$ cat src/rtl/sequencer_pkg.sv
`default_nettype none
// ============================================================================
//  Module      : sequencer_pkg
//  Description : Shared definitions for call_return_sequencer: FSM state
//                encoding and the number of stack bytes per call frame.
//                Ports: none (package).
//  Revision    : 1.0  initial release
// ============================================================================
package sequencer_pkg;

    // Each frame is the return address followed by the flags byte.
    localparam int FRAME_BYTES = 2;

    typedef enum logic [2:0] {
        ST_IDLE    = 3'd0,
        ST_PUSH_PC = 3'd1,
        ST_PUSH_FL = 3'd2,
        ST_POP_FL  = 3'd3,
        ST_POP_PC  = 3'd4,
        ST_CAP_PC  = 3'd5,
        ST_FIN     = 3'd6
    } state_e;

endpackage : sequencer_pkg
`default_nettype wire

$ cat src/rtl/call_return_sequencer.sv
`default_nettype none
// ============================================================================
//  Module      : call_return_sequencer
//  Description : Saves (Call) and restores (Ret) a two-byte call frame
//                (return address, flags) through an external byte-wide stack.
//  Ports       : clk, Reset (sync, active-low)
//                Call, Ret           - requests, sampled in IDLE only
//                ReturnAddr, FlagsIn - frame contents saved on Call
//                StackDataout        - stack read data, valid the cycle after
//                                      StackRead
//                StackWrite, StackRead, StackDatain - stack strobes / data
//                Busy, Done, Overflow, Underflow    - sequence status
//                PCOut, FlagsOut     - last restored frame
//                Depth               - frames currently on the stack
//  Revision    : 1.0  initial release
// ============================================================================
module call_return_sequencer
    import sequencer_pkg::*;
#(
    parameter int MAX_FRAMES = 127
) (
    input  logic       clk,
    input  logic       Reset,
    input  logic       Call,
    input  logic       Ret,
    input  logic [7:0] ReturnAddr,
    input  logic [7:0] FlagsIn,
    input  logic [7:0] StackDataout,
    output logic       StackWrite,
    output logic       StackRead,
    output logic [7:0] StackDatain,
    output logic       Busy,
    output logic       Done,
    output logic [7:0] PCOut,
    output logic [7:0] FlagsOut,
    output logic       Overflow,
    output logic       Underflow,
    output logic [7:0] Depth
);

    localparam logic [7:0] MAX_DEPTH = 8'(MAX_FRAMES);

    state_e     state_q,   state_d;
    logic [7:0] addr_q,    addr_d;
    logic [7:0] flags_q,   flags_d;
    logic [7:0] depth_q,   depth_d;
    logic [7:0] pc_q,      pc_d;
    logic [7:0] flout_q,   flout_d;
    logic       ovf_q,     ovf_d;
    logic       unf_q,     unf_d;
    logic       wr_q,      wr_d;
    logic       rd_q,      rd_d;
    logic [7:0] datain_q,  datain_d;
    logic       busy_q,    busy_d;
    logic       done_q,    done_d;

    always_comb begin
        state_d = state_q;
        addr_d  = addr_q;
        flags_d = flags_q;
        depth_d = depth_q;
        pc_d    = pc_q;
        flout_d = flout_q;
        ovf_d   = 1'b0;
        unf_d   = 1'b0;

        case (state_q)
            ST_IDLE: begin
                // Call has priority; a simultaneous Ret is simply dropped.
                if (Call) begin
                    if (depth_q < MAX_DEPTH) begin
                        addr_d  = ReturnAddr;
                        flags_d = FlagsIn;
                        state_d = ST_PUSH_PC;
                    end else begin
                        ovf_d   = 1'b1;
                        state_d = ST_FIN;
                    end
                end else if (Ret) begin
                    if (depth_q != 8'd0) begin
                        state_d = ST_POP_FL;
                    end else begin
                        unf_d   = 1'b1;
                        state_d = ST_FIN;
                    end
                end
            end
            ST_PUSH_PC: state_d = ST_PUSH_FL;
            ST_PUSH_FL: begin
                if (depth_q < MAX_DEPTH) begin
                    depth_d = depth_q + 8'd1;
                end
                state_d = ST_FIN;
            end
            ST_POP_FL:  state_d = ST_POP_PC;
            ST_POP_PC: begin
                // Data for the POP_FL strobe arrives now: flags were pushed last.
                flout_d = StackDataout;
                state_d = ST_CAP_PC;
            end
            ST_CAP_PC: begin
                pc_d = StackDataout;
                if (depth_q != 8'd0) begin
                    depth_d = depth_q - 8'd1;
                end
                state_d = ST_FIN;
            end
            ST_FIN:     state_d = ST_IDLE;
            default:    state_d = ST_IDLE;
        endcase

        // Outputs are registered: decode them from the state being entered so
        // they line up with that state's cycle.
        wr_d     = (state_d == ST_PUSH_PC) || (state_d == ST_PUSH_FL);
        rd_d     = (state_d == ST_POP_FL)  || (state_d == ST_POP_PC);
        busy_d   = (state_d != ST_IDLE);
        done_d   = (state_d == ST_FIN);
        datain_d = (state_d == ST_PUSH_PC) ? addr_d  :
                   (state_d == ST_PUSH_FL) ? flags_d : 8'h00;
    end

    always_ff @(posedge clk) begin
        if (!Reset) begin
            state_q  <= ST_IDLE;
            addr_q   <= 8'h00;
            flags_q  <= 8'h00;
            depth_q  <= 8'h00;
            pc_q     <= 8'h00;
            flout_q  <= 8'h00;
            ovf_q    <= 1'b0;
            unf_q    <= 1'b0;
            wr_q     <= 1'b0;
            rd_q     <= 1'b0;
            datain_q <= 8'h00;
            busy_q   <= 1'b0;
            done_q   <= 1'b0;
        end else begin
            state_q  <= state_d;
            addr_q   <= addr_d;
            flags_q  <= flags_d;
            depth_q  <= depth_d;
            pc_q     <= pc_d;
            flout_q  <= flout_d;
            ovf_q    <= ovf_d;
            unf_q    <= unf_d;
            wr_q     <= wr_d;
            rd_q     <= rd_d;
            datain_q <= datain_d;
            busy_q   <= busy_d;
            done_q   <= done_d;
        end
    end

    assign StackWrite  = wr_q;
    assign StackRead   = rd_q;
    assign StackDatain = datain_q;
    assign Busy        = busy_q;
    assign Done        = done_q;
    assign PCOut       = pc_q;
    assign FlagsOut    = flout_q;
    assign Overflow    = ovf_q;
    assign Underflow   = unf_q;
    assign Depth       = depth_q;

endmodule : call_return_sequencer
`default_nettype wire
$ cat config.mk
export PLATFORM = sky130hd
export DESIGN_NAME = call_return_sequencer
export DESIGN_NICKNAME = d
export VERILOG_FILES = /design/src/rtl/sequencer_pkg.sv /design/src/rtl/call_return_sequencer.sv
export SDC_FILE = /design/constraint.sdc
export NUM_CORES = 1
export LEC_CHECK = 0
export BUFFER_PORTS_ARGS = -buffer_cell sky130_fd_sc_hd__buf_2
export CAP_MARGIN = 15
export CORE_UTILIZATION = 50
export DETAILED_ROUTE_END_ITERATION = 8
export PLACE_DENSITY = 0.89
export SLEW_MARGIN = 25
export SYNTH_ARGS = -nofsm -noshare
export SYNTH_HDL_FRONTEND = slang
export SYNTH_SLANG_ARGS = --single-unit
$ cat constraint.sdc
create_clock -name clk -period 5.9 [get_ports clk]
set_clock_uncertainty 0.05 [all_clocks]
set_input_delay 1.18 -clock clk [delete_from_list [all_inputs] [get_ports clk]]
set_output_delay 1.18 -clock clk [all_outputs]
set_load 0.1 [all_outputs]
==> results of run 1 <==
==> path summary, 6_finish.rpt <==
kind,cells past startpoint,endpoint,startpoint
max reg2reg,8,Depth[7],state_q[0]
min,2,PCOut[1],PCOut[1]
min reg2reg,2,PCOut[1],PCOut[1]
max,8,Depth[7],state_q[0]
==> cell families after synthesis <==
group	after synthesis	share of synthesized area [%]
XOR/XNOR	2	0.798
buffers and inverters	23	4.79
AO/OA/AOI/OAI	46	16.9
multiplexers	18	8.21
flip-flops	49	44.7
AND/OR/NAND/NOR	86	20.2
adder cells (fa/ha/maj)	7	4.33
==> worst max-delay path, delay by kind of cell (launching register included) <==
kind                       cells  cell delay [ns]
AOI/OAI and AO/OA              3             0.77
buffers and inverters          1             0.54
DFF                            1             0.50
muxes                          2             0.47
and+or+nand+nor                1             0.38
adders and majority gates      1             0.34
==> state kept, by name (all words and copies together), names as in the netlist <==
| name | cells |
|---|---|
| FlagsOut | 8 |
| PCOut | 8 |
| StackRead | 1 |
| Done | 1 |
| Busy | 1 |
| flags_q | 8 |
| state_q | 3 |
| StackDatain | 8 |
| Depth | 8 |
| Overflow | 1 |
| StackWrite | 1 |
| Underflow | 1 |
==> synthesized netlist by cell type, types with 4 or more instances <==
library cell | count | share of area (%)
a21boi_0 | 11 | 3.8
a21oi_1 | 4 | 0.91
a32o_1 | 9 | 4.1
clkbuf_1 | 9 | 1.5
dfxtp_1 | 49 | 45
ha_1 | 6 | 3.4
inv_1 | 9 | 1.5
mux2i_1 | 18 | 8.2
nand2_1 | 34 | 5.8
nand2b_1 | 4 | 1.1
nand3_1 | 7 | 1.6
nor2_1 | 5 | 0.86
nor2b_1 | 16 | 4.6
nor3_1 | 5 | 1.1
o21ai_0 | 5 | 1.1
==> area by class of cell <==
cell class	instances	area [um2]
Multi-Input combinational cell	159	1110
Tap cell	50	62.6
Fill cell	364	1490
Clock inverter	2	38.8
Timing Repair Buffer	65	325
Sequential cell	49	981
Clock buffer	6	72.6
Inverter	9	33.8
==> routing by layer <==
metal,vias to the layer above,global-route usage [%]
li1,937,-
met1,844,22.8
met2,62,33.5
met3,2,5.00
met4,0,4.69
met5,-,0
==> through the flow <==
step	power (mW)	setup WS [ns]	util (%)	cell area, um2	hold slack, ns
after floorplan	1.17	3.00	-	2190	0.445
final	1.51	2.79	63.8	2630	0.419
after global routing	1.59	2.46	63.8	2630	0.442
after CTS	1.52	2.75	63.8	2630	0.421
after detailed placement	1.28	2.57	61.1	2520	0.406
after global placement	1.27	2.67	61.1	2520	0.399
==> power by group <==
part / switching, mW / leakage (nW) / internal (mW) / total [mW]
registers: 0.0592 / 0.399 / 0.407 / 0.466
logic: 0.613 / 0.722 / 0.194 / 0.807
clock network: 0.109 / 0.0554 / 0.127 / 0.236
==> results.py, run 1 <==
metrics = {
    "yosys": {
        "synth_edf_count": 0,
        "ys_seq_area_share_pct": 44.7,
        "syn_inst": 231,
        "ys.flop_type": "dfxtp_1",
        "synth_cell_types": 45,
        "synth-seq-cells": 49,
        "yosysWarnings": 0,
        "syn_nets": 266,
        "syn_area_um2": 2190,
        "syn_area_per_cell_um2": 9.50,
        "synth-async-reset-ratio_pct": 0,
    },
    "floorplan": {
        "fp.dieH_um": 68.3,
        "row_count": 23,
        "die_area_um2": 4660,
        "die_w_um": 68.3,
        "start_util_pct": 53.3,
        "core_um2": 4120,
        "boundaryPins": 66,
    },
    "global_routing": {
        "grt_start_max_net_pins": 48,
        "grt_overflow": 0,
        "grt_antenna_before_repair": 0,
        "grt_usage_pct": 19.1,
        "grt_pass1_wl_um": 6780,
        "grt_pass1_vias": 1569,
    },
    "final_layout": {
        "final_layout_size_suffix_gt1_share_pct": 26.2,
        "num_antenna_cells": 0,
        "final_nets": 324,
        "final_cells": 340,
        "mostFrequentLayoutCell": "buf_2",
        "area_growth_pct": 19.7,
        "final_cell_mix": "buf_2 (65), dfxtp_1 (49), nand2_1 (34), mux2i_1 (18), nor2b_1 (16)",
    },
    "sta": {
        "slew-limit-headroom_pct": 36.0,
        "finalHoldViolations": 0,
        "period_share_pct": 52.7,
        "worst_pin_slew_ns": 0.956,
        "setup_viol": 0,
        "clock.fmax_mhz": 321,
        "min_period_ns": 3.11,
        "slew_viol_final": 0,
        "rsz0062_at_grt": "false",
        "finalSetupTns_ns": 0,
    },
    "worst_setup_path": {
        "cp_slowest_cell": "inv_1",
        "crit_required_ns": 6.08,
        "cp_max_fo": 17,
        "crit_path_start_kind": "flip-flop",
        "cp-end-kind": "flip-flop",
        "crit_top_cell": "mux2i_1",
        "crit_path_max_incr_delay_ns": 0.54,
        "worstSetupPathType": "reg -> reg",
        "critPathArrivalTime_ns": 3.29,
        "rrSetupSlack_ns": 2.79,
        "crit_path_cell_trace": "nand3b_1 > inv_1 > ha_1 > a21oi_1 > o211ai_1 > o41ai_1 > mux2i_1 > mux2i_1",
    },
    "power_and_ir_drop": {
        "cellPowerDensity_nw_per_um2": 574,
        "vdd_drop_max_uv": 383,
        "p_leak_nw": 1.18,
    },
    "route": {
        "drc": 0,
        "dr.pass1.iters": 4,
        "wl_met1_um": 1910,
        "wl_per_cell_um": 13.0,
        "drt_iter0_drc": 70,
        "vias_per_cell": 5.43,
        "ant_nets": 0,
        "wl_met3_um": 351,
        "vias": 1845,
        "dr_wl_met2_um": 2150,
        "highest_layer": "met4",
        "wirelength_um": 4420,
    },
    "clocking": {
        "cts_sinks": 49,
        "clk-insertion-delay-late_ns": 0.29,
        "numCtsBuffers": 5,
        "clock-root-buffer": "clkbuf_8",
        "clkTransAtPathRegs_ns": 0.09,
        "postCtsHoldBufs": 0,
        "cts_resized": 0,
        "clock_path_buffers": 2,
        "cts_tree": "done",
        "htree_levels": 2,
        "cts_setup_buffers": 0,
    },
    "place": {
        "numPortBuffers": 65,
        "gp_congestion": 0.794,
        "placed_cells": 332,
        "hpwl_um": 3160,
    },
    "worst_hold_path": {
        "hold_path_class": "reg -> reg",
    },
    "run_status": {
        "status": "completed",
    },
    "run": {
        "max_cap_viol_count": 0,
    },
}
No activity file was read; power rests on OpenSTA's default activity.
==> run 2: changes to the inputs <==
==> constraint.sdc (replaced) <==
create_clock -name clk -period 2.89 [get_ports clk]
set_clock_uncertainty 0.05 [all_clocks]
set_input_delay 0.578 -clock clk [delete_from_list [all_inputs] [get_ports clk]]
set_output_delay 0.578 -clock clk [all_outputs]
set_load 0.1 [all_outputs]
==> run 2 against run 1 <==
Register-to-register slack got worse by 2.3 ns. Global-route usage rose by 1.6 points. Fmax rose by 31%. Non-clock buffer count rose by 5. First-iteration DRC count rose by 39%. Design area rose by 0.52%. Core utilization rose by 0.33 points. Power rose by 100%. Flip-flop and latch count did not move. Via count rose by 0.38%. Critical path type unchanged. Largest cell class unchanged.
==> results.py, run 2 (synthesis results as in run 1) <==
metrics = {
    "worst_setup_path": {
        "cp_top_family": "compound AO/OA/AOI/OAI gates",
        "worstSetupPathType": "reg -> reg",
        "crit_path_start_kind": "flip-flop",
        "crit_required_ns": 3.09,
        "worst-path-buf-inv": 1,
        "crit_path_cell_trace": "nand3b_1 > inv_1 > ha_1 > a21oi_1 > o211ai_1 > o41ai_1 > mux2i_1 > mux2i_1",
        "cp-startpoint": "state_q[0]",
        "crit_top_cell": "mux2i_1",
        "crit_path_max_incr_delay_ns": 0.49,
        "timing.rr.start": "state_q[0]",
        "cp-end-kind": "flip-flop",
        "worstSetupPathDepth": 8,
        "critPathArrivalTime_ns": 2.57,
        "cp_slowest_cell": "dfxtp_1",
        "reg2reg_depth": 8,
        "cp_max_fo": 9,
    },
    "floorplan": {
        "fp.dieH_um": 68.3,
        "die_area_um2": 4660,
        "boundaryPins": 66,
        "start_util_pct": 53.3,
        "row_count": 23,
        "core_um2": 4120,
        "die_w_um": 68.3,
    },
    "sta": {
        "min_period_ns": 2.38,
        "setup_slack_ns": 0.513,
        "slew_viol_final": 0,
        "holdWs_ns": 0.419,
        "period_share_pct": 82.3,
        "setup_viol": 0,
        "clock.fmax_mhz": 421,
        "worst_pin_slew_ns": 0.946,
        "slew-limit-headroom_pct": 36.7,
        "rsz0062_at_grt": "false",
        "finalHoldViolations": 0,
        "finalSetupTns_ns": 0,
    },
    "clocking": {
        "clk-insertion-delay-late_ns": 0.31,
        "htree_levels": 2,
        "cts_resized": 0,
        "postCtsHoldBufs": 0,
        "cts_sinks": 49,
        "cts_tree": "done",
        "clock_path_buffers": 2,
        "cts_setup_buffers": 0,
        "clkTransAtPathRegs_ns": 0.09,
        "clock-root-buffer": "clkbuf_8",
        "numCtsBuffers": 5,
    },
    "route": {
        "wirelength_um": 4640,
        "dr.pass1.iters": 4,
        "wl_per_cell_um": 13.5,
        "ant_nets": 0,
        "vias": 1852,
        "drc": 0,
        "drt_iter0_drc": 97,
        "vias_per_cell": 5.37,
    },
    "place": {
        "pre_cts_ws_ns": 0.515,
        "gp_congestion": 0.915,
        "numPortBuffers": 65,
        "hpwl_um": 3360,
    },
    "final_layout": {
        "seqCellArea_um2": 981,
        "final_nets": 329,
        "multi_input_area_um2": 1110,
        "area_growth_pct": 20.4,
        "fill_cells": 357,
        "fin_util_pct": 64.2,
        "num_antenna_cells": 0,
        "final_layout_size_suffix_gt1_share_pct": 27.5,
        "final_cell_mix": "buf_2 (65), dfxtp_1 (49), nand2_1 (34), mux2i_1 (18), nor2b_1 (16)",
        "mostFrequentLayoutCell": "buf_2",
    },
    "power_and_ir_drop": {
        "p_leak_nw": 1.18,
        "cellPowerDensity_nw_per_um2": 1150,
        "vdd_drop_max_uv": 666,
        "total_power_mw": 3.05,
    },
    "global_routing": {
        "grt_start_max_net_pins": 27,
        "grt_pass1_wl_um": 7090,
        "grt_pass1_vias": 1520,
        "grt_antenna_before_repair": 0,
        "grt_usage_pct": 20.6,
        "grt_overflow": 0,
    },
    "worst_hold_path": {
        "hold_path_class": "reg -> reg",
        "hold_path_depth": 2,
        "hold_start": "PCOut[1]",
    },
    "run": {
        "max_cap_viol_count": 0,
    },
    "run_status": {
        "status": "completed",
    },
}
run 2: changes by cell type in the layout (fill, tap and decap cells not counted):
cell        delta
buf_4          +5
clkinvlp_4     +2
bufinv_16      -1
clkinv_4       -1
run 2: metal layers:
layer	up-vias	global-route usage (%)	routed length (um)
li1	943	-	-
met1	839	25.7	2100
met2	62	33.8	2160
met3	8	5.83	304
met4	0	7.03	78
met5	-	0	0
run 2: area by class of cell:
cell class / instances / share of cell area [%]
clock inverter: 2 / 0.568
sequential: 49 / 37.1
tap: 50 / 2.37
multi-input combinational: 159 / 42.2
clock buffer: 6 / 2.75
timing repair buffer: 70 / 13.7
inverter: 9 / 1.28
run 2: stage by stage:
stage               area (um2)  cells
finish                    2640    345
global route              2640    345
CTS                       2640    345
detailed placement        2550    337
global placement          2550    337
floorplan                 2190    231
run 2: path summary, 6_finish.rpt:
check | to | slack [ns]
worst max-delay path | Depth[7] | 0.51
worst min-delay path | PCOut[1] | 0.42
worst max register to register | Depth[7] | 0.51
worst min register to register | PCOut[1] | 0.42
run 2: tightest hold or removal path, cell delays in order, from the launching register on:
cell	delay [ns]
dfxtp_1	0.32
nand2_1	0.05
a21boi_0	0.06
run 2: where the power goes:
group	switching, mW	total [mW]	internal (mW)
logic	1.29	1.71	0.418
clock network	0.235	0.405	0.171
registers	0.102	0.932	0.830
